==> src/rtl/adder_pkg.sv <==
// Shared helpers for the adder feeder: counter/pointer widths and the operand-slot index type.
package adder_pkg;

    localparam int SLOT_W = 8;
    typedef logic [SLOT_W-1:0] slot_idx_t;

    function automatic int credit_w(input int depth);
        return $clog2(depth + 1);
    endfunction

    function automatic int ptr_w(input int depth);
        return $clog2(depth);
    endfunction

endpackage

==> src/rtl/adder_feeder_fifo.sv <==
// Result FIFO: DEPTH x BITS, registered storage, head presented combinationally.
module adder_feeder_fifo
    import adder_pkg::*;
#(
    parameter int BITS  = 8,
    parameter int DEPTH = 4
) (
    input  logic            clk,
    input  logic            rst_n,
    input  logic            push_i,
    input  logic [BITS-1:0] data_i,
    input  logic            pop_i,
    output logic            empty_o,
    output logic            full_o,
    output logic [BITS-1:0] head_o
);

    localparam int PW = ptr_w(DEPTH);
    localparam int CW = credit_w(DEPTH);

    logic [BITS-1:0] mem_q [DEPTH];
    logic [PW-1:0]   wr_q, rd_q;
    logic [CW-1:0]   cnt_q;

    // Storage is cleared on reset so the head reads zero while empty.
    always_ff @(posedge clk or negedge rst_n) begin
        if (!rst_n) begin
            for (int i = 0; i < DEPTH; i++) mem_q[i] <= '0;
            wr_q  <= '0;
            rd_q  <= '0;
            cnt_q <= '0;
        end else begin
            if (push_i) begin
                mem_q[wr_q] <= data_i;
                wr_q        <= wr_q + 1'b1;
            end
            if (pop_i) rd_q <= rd_q + 1'b1;
            cnt_q <= cnt_q + CW'(push_i) - CW'(pop_i);
        end
    end

    assign empty_o = (cnt_q == '0);
    assign full_o  = (cnt_q == CW'(DEPTH));
    assign head_o  = mem_q[rd_q];

endmodule

==> src/rtl/adder_feeder.sv <==
// Packs NUM operand beats into one adder-tree issue and buffers the returned sums,
// using credits so the non-backpressurable tree can never overflow the result FIFO.
module adder_feeder
    import adder_pkg::*;
#(
    parameter int BITS  = 8,
    parameter int NUM   = 4,
    parameter int DEPTH = 4
) (
    input  logic                clk,
    input  logic                rst_n,
    input  logic                in_valid,
    input  logic [BITS-1:0]     in_data,
    input  logic                in_last,
    output logic                in_ready,
    output logic                add_valid,
    output logic [NUM*BITS-1:0] add_ops,
    input  logic                res_valid,
    input  logic [BITS-1:0]     res_data,
    output logic                o_valid,
    output logic [BITS-1:0]     o_data,
    input  logic                o_ready,
    output logic                err
);

    localparam int CW = credit_w(DEPTH);

    slot_idx_t           cnt_q, cnt_d;
    logic [NUM*BITS-1:0] buf_q, buf_d, ops_q, ops_d, beat_vec;
    logic                issue_q;
    logic [CW-1:0]       used_q, used_d, infl_q, infl_d;
    logic                err_q, err_d;
    logic                accept, complete, pop, push, fifo_empty, fifo_full;

    // used counts both groups still in the tree and sums waiting in the FIFO.
    assign in_ready = (used_q != CW'(DEPTH));
    assign accept   = in_valid & in_ready;
    assign complete = accept & ((cnt_q == slot_idx_t'(NUM - 1)) | in_last);
    assign pop      = o_valid & o_ready;
    assign push     = res_valid & (infl_q != '0) & (~fifo_full | pop);

    always_comb begin
        beat_vec = '0;
        for (int k = 0; k < NUM; k++)
            if (cnt_q == slot_idx_t'(k)) beat_vec[k*BITS +: BITS] = in_data;
        cnt_d = cnt_q;
        buf_d = buf_q;
        ops_d = ops_q;
        if (accept) begin
            if (complete) begin
                // Slots above the closing beat are still zero from the last clear.
                cnt_d = '0;
                buf_d = '0;
                ops_d = buf_q | beat_vec;
            end else begin
                cnt_d = cnt_q + 1'b1;
                buf_d = buf_q | beat_vec;
            end
        end
        used_d = used_q + CW'(complete) - CW'(pop);
        infl_d = infl_q + CW'(issue_q) - CW'(push);
        err_d  = err_q | (res_valid & (infl_q == '0));
    end

    always_ff @(posedge clk or negedge rst_n) begin
        if (!rst_n) begin
            cnt_q   <= '0;
            buf_q   <= '0;
            ops_q   <= '0;
            issue_q <= 1'b0;
            used_q  <= '0;
            infl_q  <= '0;
            err_q   <= 1'b0;
        end else begin
            cnt_q   <= cnt_d;
            buf_q   <= buf_d;
            ops_q   <= ops_d;
            issue_q <= complete;
            used_q  <= used_d;
            infl_q  <= infl_d;
            err_q   <= err_d;
        end
    end

    adder_feeder_fifo #(.BITS(BITS), .DEPTH(DEPTH)) u_fifo (
        .clk    (clk),
        .rst_n  (rst_n),
        .push_i (push),
        .data_i (res_data),
        .pop_i  (pop),
        .empty_o(fifo_empty),
        .full_o (fifo_full),
        .head_o (o_data)
    );

    assign add_valid = issue_q;
    assign add_ops   = ops_q;
    assign o_valid   = ~fifo_empty;
    assign err       = err_q;

endmodule

==> config.mk <==
export PLATFORM = sky130hd
export DESIGN_NAME = adder_feeder
export DESIGN_NICKNAME = d
export VERILOG_FILES = /design/src/rtl/adder_pkg.sv /design/src/rtl/adder_feeder_fifo.sv /design/src/rtl/adder_feeder.sv
export SDC_FILE = /design/constraint.sdc
export NUM_CORES = 1
export LEC_CHECK = 0
export CAP_MARGIN = 5
export CORE_MARGIN = 4
export CORE_UTILIZATION = 58
export DETAILED_ROUTE_END_ITERATION = 16
export DONT_BUFFER_PORTS = 1
export GPL_TIMING_DRIVEN = 0
export PLACE_DENSITY = 0.8
export SYNTH_ARGS = -nofsm -noshare
export SYNTH_HDL_FRONTEND = slang
export SYNTH_SLANG_ARGS = --single-unit
==> constraint.sdc <==
create_clock -name clk -period 4.3 [get_ports clk]
set_input_delay 0.43 -clock clk [delete_from_list [all_inputs] [get_ports clk]]
set_output_delay 0.43 -clock clk [all_outputs]
set_load 0.05 [all_outputs]
# Word level (Yosys, flattened, before mapping)
# Cells that the tools add are included.
# word_totals
input_bits	22
reg_bits	119
# classes
n_eq_ne	5
n_bitwise	14
muxes	12
n_addsub	9
magnitude_cmp	3
reduce_logical	6
# op_table
cell	n
$mux W8	8
$bwmux W32	1
$mux W32	1
$or A32 B32 Y32	1
$bmux W8 S2	1
$demux W8 S2	1
$eq A8 B2 Y1 const B	2
$add A3 B1 Y3	3
$sub A3 B1 Y3	3
$add A8 B1 Y8 const B	1
$eq A8 B1 Y1 const B	1
$logic_not A8 Y1	1
$and A1 B1 Y1	6
$ge A3 B3 Y1 const B	2
$logic_not A3 Y1	2
$not A2 Y3	2
$add A2 B1 Y2 const B	2
$eq A3 B3 Y1 const B	1
$lt A3 B1 Y1 const B	1
$ne A3 B3 Y1 const B	1
$or A1 B1 Y1	3
$reduce_bool A3 Y1	1
$not A1 Y1	2
$reduce_and A2 Y1	1
$logic_and A1 B1 Y1	1

# Longest topological paths before layout
# Gate-level depths: netlist of run 1.
# depth
word_depth	7
ltp_mapped	13

# By module
# A second synthesis of run 1 with hierarchy kept.
# unflattened
cells_unflattened	436
hier_area_um2	5260.0
# modules_own_cells
mod	instances	area_each_um2	cells_per_inst
adder_feeder	1	3508.4	327
adder_feeder_fifo	1	1751.7	109

# Worst setup path before layout of run 1
# Ideal clock, no wire load.
# synth_timing
path_type	flip-flop to flip-flop
from	reg cnt_q[0]
to	reg used_q[2]
path_buffers	1
arrival_time_ps	2695
path_stages_with_launch	14
setup_slack_ps	1480
synth_period_minus_slack_ps	2820
path_cell_list	dfrtp_1 > ha_1 > nor3b_1 > a21oi_2 > nor2_8 > inv_1 > buf_2 > ha_1 > inv_1 > ha_1 > inv_1 > fa_1 > xnor2_1 > xnor2_1
# synth_between
elab_chain_cells	5
# synth_lines
element	line	source
from (decl)	adder_feeder.sv:28	slot_idx_t cnt_q, cnt_d;
from (signal assigned)	adder_feeder.sv:75	cnt_q <= cnt_d;
$eq A8 B2 Y1	adder_feeder.sv:38	assign complete = accept & ((cnt_q == slot_idx_t'(NUM - 1)) | in_last);
$or A1 B1 Y1	adder_feeder.sv:38	
$and A1 B1 Y1	adder_feeder.sv:38	
$add A3 B1 Y3	adder_feeder.sv:60	used_d = used_q + CW'(complete) - CW'(pop);
$sub A3 B1 Y3	adder_feeder.sv:60	
via used_d[2]	adder_feeder.sv:31	logic [CW-1:0] used_q, used_d, infl_q, infl_d;
to (signal assigned)	adder_feeder.sv:79	used_q <= used_d;
to (decl)	adder_feeder.sv:31	
# The timed path passes the listed nets, and every way through them passes these cells.
# A chain may end at the register's enable or synchronous reset.

# Worst setup path in the final report of run 1
# Same ends and word-level chain as after synthesis.

==> impl_metrics.env, run 1 <==
export IMPL_crit_family="adder cells"
export IMPL_grt_max_degree=120
export IMPL_grt_pass1_vias=3677
export IMPL_gp_congestion=0.833
export IMPL_clk_path_buf_depth=2
export IMPL_finalHoldViolations=0
export IMPL_layout_common_cells="dfrtp_1, o21ai_0, nor2_1, mux2_2, a21oi_1"
export IMPL_tightest_slew_ns=0.806
export IMPL_final_common_cell="dfrtp_1"
export IMPL_htree_levels=4
export IMPL_min_period_ns=3.38
export IMPL_final_area_um2=5960
export IMPL_reg2reg_to="used_q[2]"
export IMPL_syn_area_um2=5220
export IMPL_peakVddDrop_mv=0.551
export IMPL_cpPeakStageDelay_ns=0.50
export IMPL_cp_num_buf_inv=4
export IMPL_relSlewSlack_pct=46.2
export IMPL_totalWireLength_um=11900
export IMPL_cts_buffers=17
export IMPL_grt_pass1_wl_um=19200
export IMPL_pre_cts_slack_ns=1.03
export IMPL_area_growth_pct=14.3
export IMPL_initial_utilization_pct=59.8
export IMPL_dpl_hpwl_um=7610
export IMPL_std_cell_rows=34
export IMPL_synthesis_nets=472
export IMPL_worstRegToRegCells=13
export IMPL_clock_sinks=119
export IMPL_start_kind="flip-flop"
export IMPL_synth_ff_type="dfrtp_1"
export IMPL_first_pass_iters=5
export IMPL_cts_clk_slew_worst_paths_ns=0.06
export IMPL_drive_gt1_share_pct=19.7
export IMPL_synth_cells=433
export IMPL_placed_cell_area_um2=5350
export IMPL_worstHoldPathCells=1
export IMPL_core_area_um2=8720
export IMPL_holdPathEnd="err"
export IMPL_rsz0062_at_grt="no"
export IMPL_hold_path_startpoint="res_valid"
export IMPL_vias_per_cell=6.12
export IMPL_cts_tree="built"
export IMPL_grt_ovfl_total=0
export IMPL_cp_max_fo=10
export IMPL_post_cts_resized=0
export IMPL_regToRegStartpoint="cnt_q[0]"
export IMPL_seqCellArea_um2=2980
export IMPL_worstSkewPairLatency_ns=0.51
export IMPL_crit_type="flip-flop to flip-flop"
export IMPL_synth_cell_types=40
export IMPL_slew_violations=0
export IMPL_crit_arrival_ns=3.82
export IMPL_drt_wirelength_per_cell_um=20.7
export IMPL_p_per_area_nw_per_um2=908
export IMPL_final_core_util_pct=68.4
export IMPL_multi_input_area_um2=2060
export IMPL_regToRegSetupSlack_ns=0.92
export IMPL_startpoint="cnt_q[0]"
export IMPL_vias=3511
export IMPL_crit_chain="ha_1 -> nor3b_1 -> a21oi_2 -> nor2_8 -> inv_1 -> buf_2 -> ha_1 -> inv_1 -> ha_1 -> inv_1 -> fa_1 -> xnor2_1 -> xnor2_1"
export IMPL_synth_edff_count=0
export IMPL_finalClockSkew_ns=0.00725
export IMPL_finalCritPeriodShare_pct=78.7
export IMPL_antenna_found_initial=0
export IMPL_end_kind="flip-flop"
export IMPL_drtIter0Drc=221
export IMPL_die_w_um=103
export IMPL_status="completed"
export IMPL_max_freq_mhz=296
export IMPL_io_buffers=0
export IMPL_hp_class="input port to flip-flop"
export IMPL_fin_ws_ns=0.916
export IMPL_n_fill_cell=599
export IMPL_drv_cap=0
export IMPL_p_leak_nw=2.65
export IMPL_yosysWarningCount=0
export IMPL_avgSynthCellArea_um2=12.0
export IMPL_root_buffer="clkbuf_8"
export IMPL_finalPower_mw=5.41
export IMPL_cp_required_ns=4.73
export IMPL_slowest_stage="dfrtp_1"
export IMPL_tns_ns=0
export IMPL_grt_use_total_pct=24.3
export IMPL_fp_dieH_um=103
export IMPL_ys_seq_area_share_pct=57.1
export IMPL_ys_async_sr_fraction_pct=100
export IMPL_insertedDiodeCount=0
export IMPL_setup_viol=0
export IMPL_synth_seq_cells=119
export IMPL_fin_nets=493
export IMPL_io_pins=66
export IMPL_drc=0
export IMPL_antenna_left=0
export IMPL_die_area_um2=10600
==> worst max-delay path by stage <==
| stage | end | slack (ns) | cells after the start |
|---|---|---|---|
| 2_1_floorplan | used_q[2] | 1.48 | 13 |
| 3_3_place_gp | used_q[2] | 1.15 | 13 |
| 3_5_place_dp | used_q[2] | 1.03 | 13 |
| 4_1_cts | used_q[2] | 0.91 | 13 |
| 5_1_grt | used_q[2] | 0.60 | 13 |
| 6_report | used_q[2] | 0.92 | 13 |
==> synth_stat cells, types with 2 or more instances <==
library cell | n | area, µm²
dfrtp_1 | 119 | 2980
o21ai_0 | 55 | 275
nor2_1 | 35 | 131
mux2_2 | 32 | 360
a21oi_1 | 25 | 125
a31oi_1 | 24 | 150
inv_1 | 18 | 67.6
ha_1 | 14 | 175
nand2_1 | 13 | 48.8
xnor2_1 | 11 | 96.3
and2_1 | 10 | 62.6
a2bb2oi_1 | 8 | 70.1
clkbuf_1 | 8 | 30.0
mux4_2 | 8 | 180
buf_2 | 7 | 35.0
nor3_1 | 4 | 20.0
o21ai_1 | 4 | 20.0
buf_1 | 3 | 11.3
buf_6 | 3 | 33.8
fa_1 | 3 | 60.1
nand3_1 | 3 | 15.0
nor4_1 | 3 | 18.8
nor4b_4 | 3 | 71.3
nor3b_1 | 2 | 15.0
nor4b_1 | 2 | 17.5
o21ai_2 | 2 | 17.5
==> kinds of logic after synthesis <==
kind of cell	after synthesis	synth area share (%)
buf+inv	40	3.50
compound gates	123	13.5
flops	119	57.1
xor+xnor	12	2.01
fa+ha+maj	17	4.51
simple gates	82	9.02
mux	40	10.4
==> area by class of cell <==
cell class                      instances  area share [%]
Buffer                                 22            1.93
Sequential cell                       119            49.9
Clock buffer                           23            8.00
Clock inverter                          8            1.62
Multi-Input combinational cell        274            34.5
Inverter                               18            1.13
Tap cell                              108            2.27
Timing Repair Buffer                    2           0.630
==> repair_timing <==
action                                 in CTS  in global routing
endpoints found under the hold margin     119                  0
buffers inserted                            0                  0
hold buffers                                2                  0
==> worst register-to-register path: stages (launching register included) <==
cell and delay [ns]:
dfrtp_1 0.50, ha_1 0.27, nor3b_1 0.40, a21oi_2 0.25
nor2_8 0.23, inv_1 0.13, buf_2 0.23, ha_1 0.31
inv_1 0.07, ha_1 0.14, inv_1 0.05, fa_1 0.38
xnor2_1 0.22, xnor2_1 0.14
==> layer usage <==
layer | vias to the layer above | part of all wire (%) | global-route usage (%)
met1 | 1765 | 39 | 29.3
met3 | 21 | 8.3 | 9.40
met2 | 129 | 51 | 40.0
met5 | - | 0 | 0
li1 | 1596 | - | -
met4 | 0 | 1.6 | 8.37
==> per-stage QoR <==
stage          cells  hold slack [ns]
6_report         574           0.0364
4_1_cts          574           0.0222
3_3_place_gp     541            0.140
5_1_grt          574           0.0156
2_1_floorplan    433            0.134
3_5_place_dp     541            0.140
==> power breakdown <==
part	leakage, nW	internal (mW)	switching (mW)
Combinational	0.870	0.689	1.02
Clock	0.284	0.879	0.475
Sequential	1.50	1.58	0.771
==> registers in the layout (all words and copies together), names as in the netlist, 2 cells and up <==
name / count
used_q: 3
u_fifo.rd_q: 2
infl_q: 3
u_fifo.wr_q: 2
cnt_q: 8
u_fifo.mem_q: 32
buf_q: 32
u_fifo.cnt_q: 3
add_ops: 32
No activity file was read; power rests on OpenSTA's default activity.
==> inputs of run 2 (changes only) <==
ABC_AREA = 1   (was unset)
CORE_UTILIZATION = 57   (was 58)
PLACE_DENSITY = 0.81   (was 0.8)
clock period = 3.07 ns   (was 4.3 ns; I/O delays follow)
==> run 2 against run 1 <==
  * Hold slack got worse by 0.030 ns
  * Clock power increased by 53%
  * Total power increased by 48%
  * Synthesized cell count increased by 71%
  * Count of clock-buffer cells in the layout decreased by 4
  * Final cell count increased by 61%
  * Largest cell class unchanged
  * Highest routed layer unchanged
==> impl_metrics.env, run 2 <==
export IMPL_final_common_cell="nand2_1"
export IMPL_synth_top_family_by_area="simple AND/OR/NAND/NOR gates"
export IMPL_cp_required_ns=2.76
export IMPL_final_core_util_pct=69.6
export IMPL_drv_cap=0
export IMPL_die_w_um=109
export IMPL_hp_class="input port to flip-flop"
export IMPL_pwr_share_comb_pct=35.2
export IMPL_worstRegToRegCells=10
export IMPL_first_pass_iters=7
export IMPL_seqPwrFrac_pct=38.9
export IMPL_insertedDiodeCount=0
export IMPL_start_kind="flip-flop"
export IMPL_clk_path_buf_depth=2
export IMPL_reg2reg_to="u_fifo.cnt_q[2]"
export IMPL_placed_cell_area_um2=6010
export IMPL_avgSynthCellArea_um2=7.88
export IMPL_vias=4896
export IMPL_seqCellArea_um2=2980
export IMPL_synthSimpleGateAreaFrac_pct=31.4
export IMPL_finalCritPeriodShare_pct=95.7
export IMPL_final_area_um2=6870
export IMPL_power_frac_clock_pct=25.9
export IMPL_dpl_hpwl_um=9240
export IMPL_root_buffer="clkbuf_8"
export IMPL_cts_setup_buffers=0
export IMPL_synth_top_cell_area_share_pct=51.0
export IMPL_grt_max_degree=120
export IMPL_antenna_left=0
export IMPL_layout_common_cells="nand2_1, dfrtp_1, inv_1, nor2_1, nand4_1"
export IMPL_slew_violations=0
export IMPL_rsz0062_at_grt="no"
export IMPL_io_pins=66
export IMPL_holdPathEnd="buf_q[6]"
export IMPL_power_switching_mw=3.67
export IMPL_grt_pass1_vias=5106
export IMPL_multi_input_area_um2=2370
export IMPL_p_leak_nw=3.72
export IMPL_min_period_ns=2.94
export IMPL_finalPower_mw=8.01
export IMPL_tns_ns=0
export IMPL_grt_pass1_wl_um=23700
export IMPL_hold_path_startpoint="in_data[6]"
export IMPL_antenna_found_initial=0
export IMPL_setup_viol=0
export IMPL_clock_sinks=119
export IMPL_synth_seq_cells=119
export IMPL_area_growth_pct=17.5
export IMPL_fp_dieH_um=109
export IMPL_initial_utilization_pct=59.2
export IMPL_sw_frac_of_total_pct=45.8
export IMPL_finalClockSkew_ns=0.00700
export IMPL_std_cell_rows=36
export IMPL_post_synth_top_count_cell="nand2_1"
export IMPL_synth_area_top_cells="dfrtp_1, nand2_1, inv_1, nor2_1, nand4_1"
export IMPL_drt_wirelength_per_cell_um=15.5
export IMPL_drtIter0Drc=336
export IMPL_synthXorXnorAreaFrac_pct=1.20
export IMPL_tightest_slew_ns=1.12
export IMPL_die_area_um2=11900
export IMPL_synth_fa_ha_area_share_pct=4.03
export IMPL_yosysWarningCount=0
export IMPL_synth_cells=741
export IMPL_n_fill_cell=706
export IMPL_cts_buffers=17
export IMPL_worstSkewPairLatency_ns=0.53
export IMPL_io_buffers=0
export IMPL_ys_seq_area_share_pct=51.0
export IMPL_startpoint="u_fifo.rd_q[0]"
export IMPL_status="completed"
export IMPL_regToRegStartpoint="u_fifo.cnt_q[1]"
export IMPL_drive_gt1_share_pct=9.72
export IMPL_synth_mux_area_share_pct=0
export IMPL_crit_arrival_ns=2.63
export IMPL_ys_top_cells_by_count="nand2_1, dfrtp_1, inv_1, nor2_1, nand4_1"
export IMPL_totalWireLength_um=14300
export IMPL_internal_power_mw=4.34
export IMPL_grt_use_total_pct=25.7
export IMPL_max_freq_mhz=340
export IMPL_cts_clk_slew_worst_paths_ns=0.06
export IMPL_synth_compound_gate_area_share_pct=3.32
export IMPL_gp_congestion=0.852
export IMPL_end_kind="output pin"
export IMPL_peakVddDrop_mv=0.658
export IMPL_htree_levels=4
export IMPL_cp_max_fo=10
export IMPL_vias_per_cell=5.29
export IMPL_synth_top_area_cell="dfrtp_1"
export IMPL_syn_area_um2=5840
export IMPL_p_per_area_nw_per_um2=1170
export IMPL_synth_cell_types=27
export IMPL_finalHoldViolations=0
export IMPL_worstHoldPathCells=4
export IMPL_ys_async_sr_fraction_pct=100
export IMPL_synthesis_nets=780
export IMPL_synth_edff_count=0
export IMPL_grt_ovfl_total=0
export IMPL_cts_tree="built"
export IMPL_synth_ff_type="dfrtp_1"
export IMPL_regToRegSetupSlack_ns=0.28
export IMPL_drc=0
export IMPL_fin_nets=818
export IMPL_relSlewSlack_pct=26.5
export IMPL_crit_type="flip-flop to output pin"
export IMPL_core_area_um2=9860
[run 2: worst max path at each step]
stage	to	slack [ns]	depth (start not counted)
finish	o_data[2]	0.13	5
global route	o_data[4]	0.007	5
CTS	o_data[5]	0.08	5
detailed placement	u_fifo.cnt_q[2]	0.45	10
global placement	u_fifo.cnt_q[2]	0.65	10
floorplan	u_fifo.cnt_q[2]	0.77	10
[run 2: what timing repair did]
item | in CTS | in global routing
endpoints found under the hold margin | 170 | 0
hold buffers | 19 | 0
resized for setup | 0 | 5
setup endpoints to repair | 0 | 5
[run 2: routing by layer]
metal  global-route usage, %  wire [µm]  vias to the layer above
li1                        -          -                     2337
met1                    29.0       5500                     2331
met2                    45.0       7390                      194
met3                    6.87       1110                       34
met4                    12.1        349                        0
met5                       0          0                        -
[run 2: final cells by class]
type	instances	area share [%]
Sequential cell	119	43.4
Multi-Input combinational cell	495	34.5
Clock buffer	19	6.43
Inverter	98	5.36
Timing Repair Buffer	19	3.02
Clock inverter	13	2.59
Tap cell	133	2.42
Buffer	29	2.35
[run 2: worst max-delay path: stages, from the launching register on]
cell and delay [ns]:
dfrtp_1 0.36, clkbuf_1 0.20, inv_1 0.25, clkbuf_1 0.36, nor2_1 0.07, o22ai_1 0.86
[run 2: stage by stage]
step / setup slack, ns / hold WS, ns / cells
6_report: 0.132 / 0.00652 / 925
5_1_grt: 0.00663 / 0.0204 / 925
4_1_cts: 0.0781 / 0.00113 / 925
3_5_place_dp: 0.452 / 0.0155 / 874
3_3_place_gp: 0.651 / 0.0156 / 874
2_1_floorplan: 0.769 / 0.0114 / 741
[run 2: power by group through the flow]
stage | Clock [mW] | Sequential (mW) | Combinational, mW
3_5_place_dp | 0 | 3.12 | 2.63
5_1_grt | 2.16 | 3.17 | 3.17
2_1_floorplan | 0 | 3.01 | 2.15
4_1_cts | 2.09 | 3.11 | 2.72
6_report | 2.07 | 3.11 | 2.82
3_3_place_gp | 0 | 3.10 | 2.48
[run 2: kinds of logic (layout without fill, tap and decap cells)]
family                   Yosys count  count (layout)
AO/OA/AOI/OAI                     34              34
XOR/XNOR                           8               8
adder cells (fa/ha/maj)           17              17
buffers and inverters            127             178
flip-flops                       119             119
AND/OR/NAND/NOR                  436             436
==> inputs of run 3 (changes only) <==
CORE_ASPECT_RATIO = 1.5   (was unset)
CTS_CLUSTER_SIZE = 12   (was unset)
==> run 3 against run 2 <==
  * Combinational power shrank 4%
  * Clock skew grew 0.0013 ns
  * Via count shrank 2.4%
  * Core utilization is 3.8 points lower
  * Count of clock-buffer cells in the layout shrank 1
  * Largest cell class unchanged
==> impl_metrics.env, run 3 (synthesized netlist as in run 2, its figures left out) <==
export IMPL_status="completed"
export IMPL_vias_per_cell=5.36
export IMPL_placed_cell_area_um2=5990
export IMPL_insertedDiodeCount=0
export IMPL_rsz0062_at_grt="no"
export IMPL_fp_dieH_um=132
export IMPL_hold_path_startpoint="res_valid"
export IMPL_core_area_um2=10100
export IMPL_relSlewSlack_pct=26.7
export IMPL_regToRegSetupSlack_ns=0.53
export IMPL_final_core_util_pct=65.8
export IMPL_tightest_slew_ns=1.12
export IMPL_finalClockSkew_ns=0.00831
export IMPL_tns_ns=0
export IMPL_peakVddDrop_mv=0.599
export IMPL_final_area_um2=6630
export IMPL_gp_congestion=0.887
export IMPL_initial_utilization_pct=58.0
export IMPL_antenna_found_initial=0
export IMPL_hp_class="input port to flip-flop"
export IMPL_grt_pass1_vias=4982
export IMPL_finalCritPeriodShare_pct=95.2
export IMPL_slew_violations=0
export IMPL_cp_max_fo=10
export IMPL_antenna_left=0
export IMPL_hold_ws_ns=0.0177
export IMPL_max_freq_mhz=342
export IMPL_drive_gt1_share_pct=9.16
export IMPL_worstSkewPairLatency_ns=0.42
export IMPL_grt_max_degree=120
export IMPL_p_leak_nw=3.63
export IMPL_cp_required_ns=2.76
export IMPL_clock_sinks=119
export IMPL_n_fill_cell=802
export IMPL_cp_num_buf_inv=3
export IMPL_worstHoldPathCells=1
export IMPL_layout_common_cells="nand2_1, dfrtp_1, inv_1, nor2_1, nand4_1"
export IMPL_grt_ovfl_total=0
export IMPL_setup_viol=0
export IMPL_cts_buffers=17
export IMPL_die_area_um2=12000
export IMPL_finalHoldViolations=0
export IMPL_crit_type="flip-flop to output pin"
export IMPL_dpl_hpwl_um=9800
export IMPL_drv_cap=0
export IMPL_seqCellArea_um2=2980
export IMPL_post_cts_resized=0
export IMPL_io_buffers=0
export IMPL_crit_arrival_ns=2.62
export IMPL_htree_levels=4
export IMPL_regToRegStartpoint="u_fifo.cnt_q[1]"
export IMPL_slowest_stage="o22ai_1"
export IMPL_fin_nets=801
export IMPL_cpPeakStageDelay_ns=0.83
export IMPL_multi_input_area_um2=2330
export IMPL_std_cell_rows=45
export IMPL_end_kind="output pin"
export IMPL_totalWireLength_um=13800
export IMPL_reg2reg_to="u_fifo.cnt_q[2]"
export IMPL_area_growth_pct=13.5
export IMPL_start_kind="flip-flop"
export IMPL_root_buffer="clkbuf_16"
export IMPL_p_per_area_nw_per_um2=1180
export IMPL_io_pins=66
export IMPL_grt_use_total_pct=24.2
export IMPL_worstRegToRegCells=10
export IMPL_grt_pass1_wl_um=23000
export IMPL_finalPower_mw=7.82
export IMPL_cts_clk_slew_worst_paths_ns=0.05
export IMPL_crit_chain="clkbuf_1 -> inv_1 -> clkbuf_1 -> o21ai_0 -> o22ai_1"
export IMPL_cp_common_cell="clkbuf_1"
export IMPL_drc=0
export IMPL_final_common_cell="nand2_1"
export IMPL_vias=4780
export IMPL_drtIter0Drc=303
export IMPL_first_pass_iters=6
export IMPL_min_period_ns=2.92
export IMPL_crit_family="compound AO/OA/AOI/OAI gates"
export IMPL_clk_path_buf_depth=2
export IMPL_die_w_um=90.7
export IMPL_cts_tree="built"
export IMPL_holdPathEnd="err"
export IMPL_drt_wirelength_per_cell_um=15.5
==> run 3: changes by cell type in the layout (fill, tap and decap cells not counted), sizes merged <==
cell         change
dlygate4sd3     -17
inv              +2
bufinv           -1
clkbuf           -1
==> run 3: report_power, final <==
part	internal (mW)	switching (mW)	total (mW)
registers	2.13	0.963	3.10
clock network	1.28	0.735	2.02
logic	0.801	1.91	2.71
total	4.22	3.60	7.82
==> run 3: cell type report <==
cell class	count	area share (%)
multi-input combinational	495	35.2
clock buffer	18	6.47
timing repair buffer	2	0.566
inverter	98	5.55
clock inverter	14	2.66
buffer	29	2.43
tap	117	2.21
sequential	119	44.9
==> run 3: routing by layer <==
layer	wire length (µm)	share of wire, %	vias to the layer above	global-route usage, %
met1	4960	36	2285	24.2
met4	420	3.0	0	12.1
li1	-	-	2305	-
met3	889	6.4	36	7.60
met2	7560	55	154	44.5
met5	0	0	-	0
==> run 3: worst max-delay path by stage <==
stage                                from               to  slack [ns]  cells after the start
after detailed placement         cnt_q[0]        used_q[2]        0.54                     13
after CTS                  u_fifo.rd_q[0]        o_data[6]        0.15                      5
final                      u_fifo.rd_q[0]        o_data[5]        0.15                      5
after global routing       u_fifo.rd_q[0]        o_data[6]        0.01                      5
after global placement     u_fifo.rd_q[0]        o_data[5]        0.63                      5
after floorplan           u_fifo.cnt_q[1]  u_fifo.cnt_q[2]        0.77                     10
==> run 3: worst register-to-register path, stage by stage (launching register included) <==
cell and delay (ns):
dfrtp_1 0.41, nor2_1 0.15, nand2_1 0.34, nand2_1 0.19
inv_1 0.10, ha_1 0.29, inv_1 0.04, ha_1 0.18
fa_1 0.38, xnor2_1 0.19, xor2_1 0.18
==> run 3: repair_timing <==
item / in CTS / in global routing
buffers inserted: 0 / 0
hold endpoints to repair: 119 / 0
hold buffers: 2 / 0
==> run 3: per-stage QoR <==
| stage | worst slack [ns] | std cells |
|---|---|---|
| 2_1_floorplan | 0.769 | 741 |
| 3_3_place_gp | 0.626 | 858 |
| 3_5_place_dp | 0.544 | 858 |
| 4_1_cts | 0.148 | 892 |
| 5_1_grt | 0.0129 | 892 |
| 6_report | 0.147 | 892 |
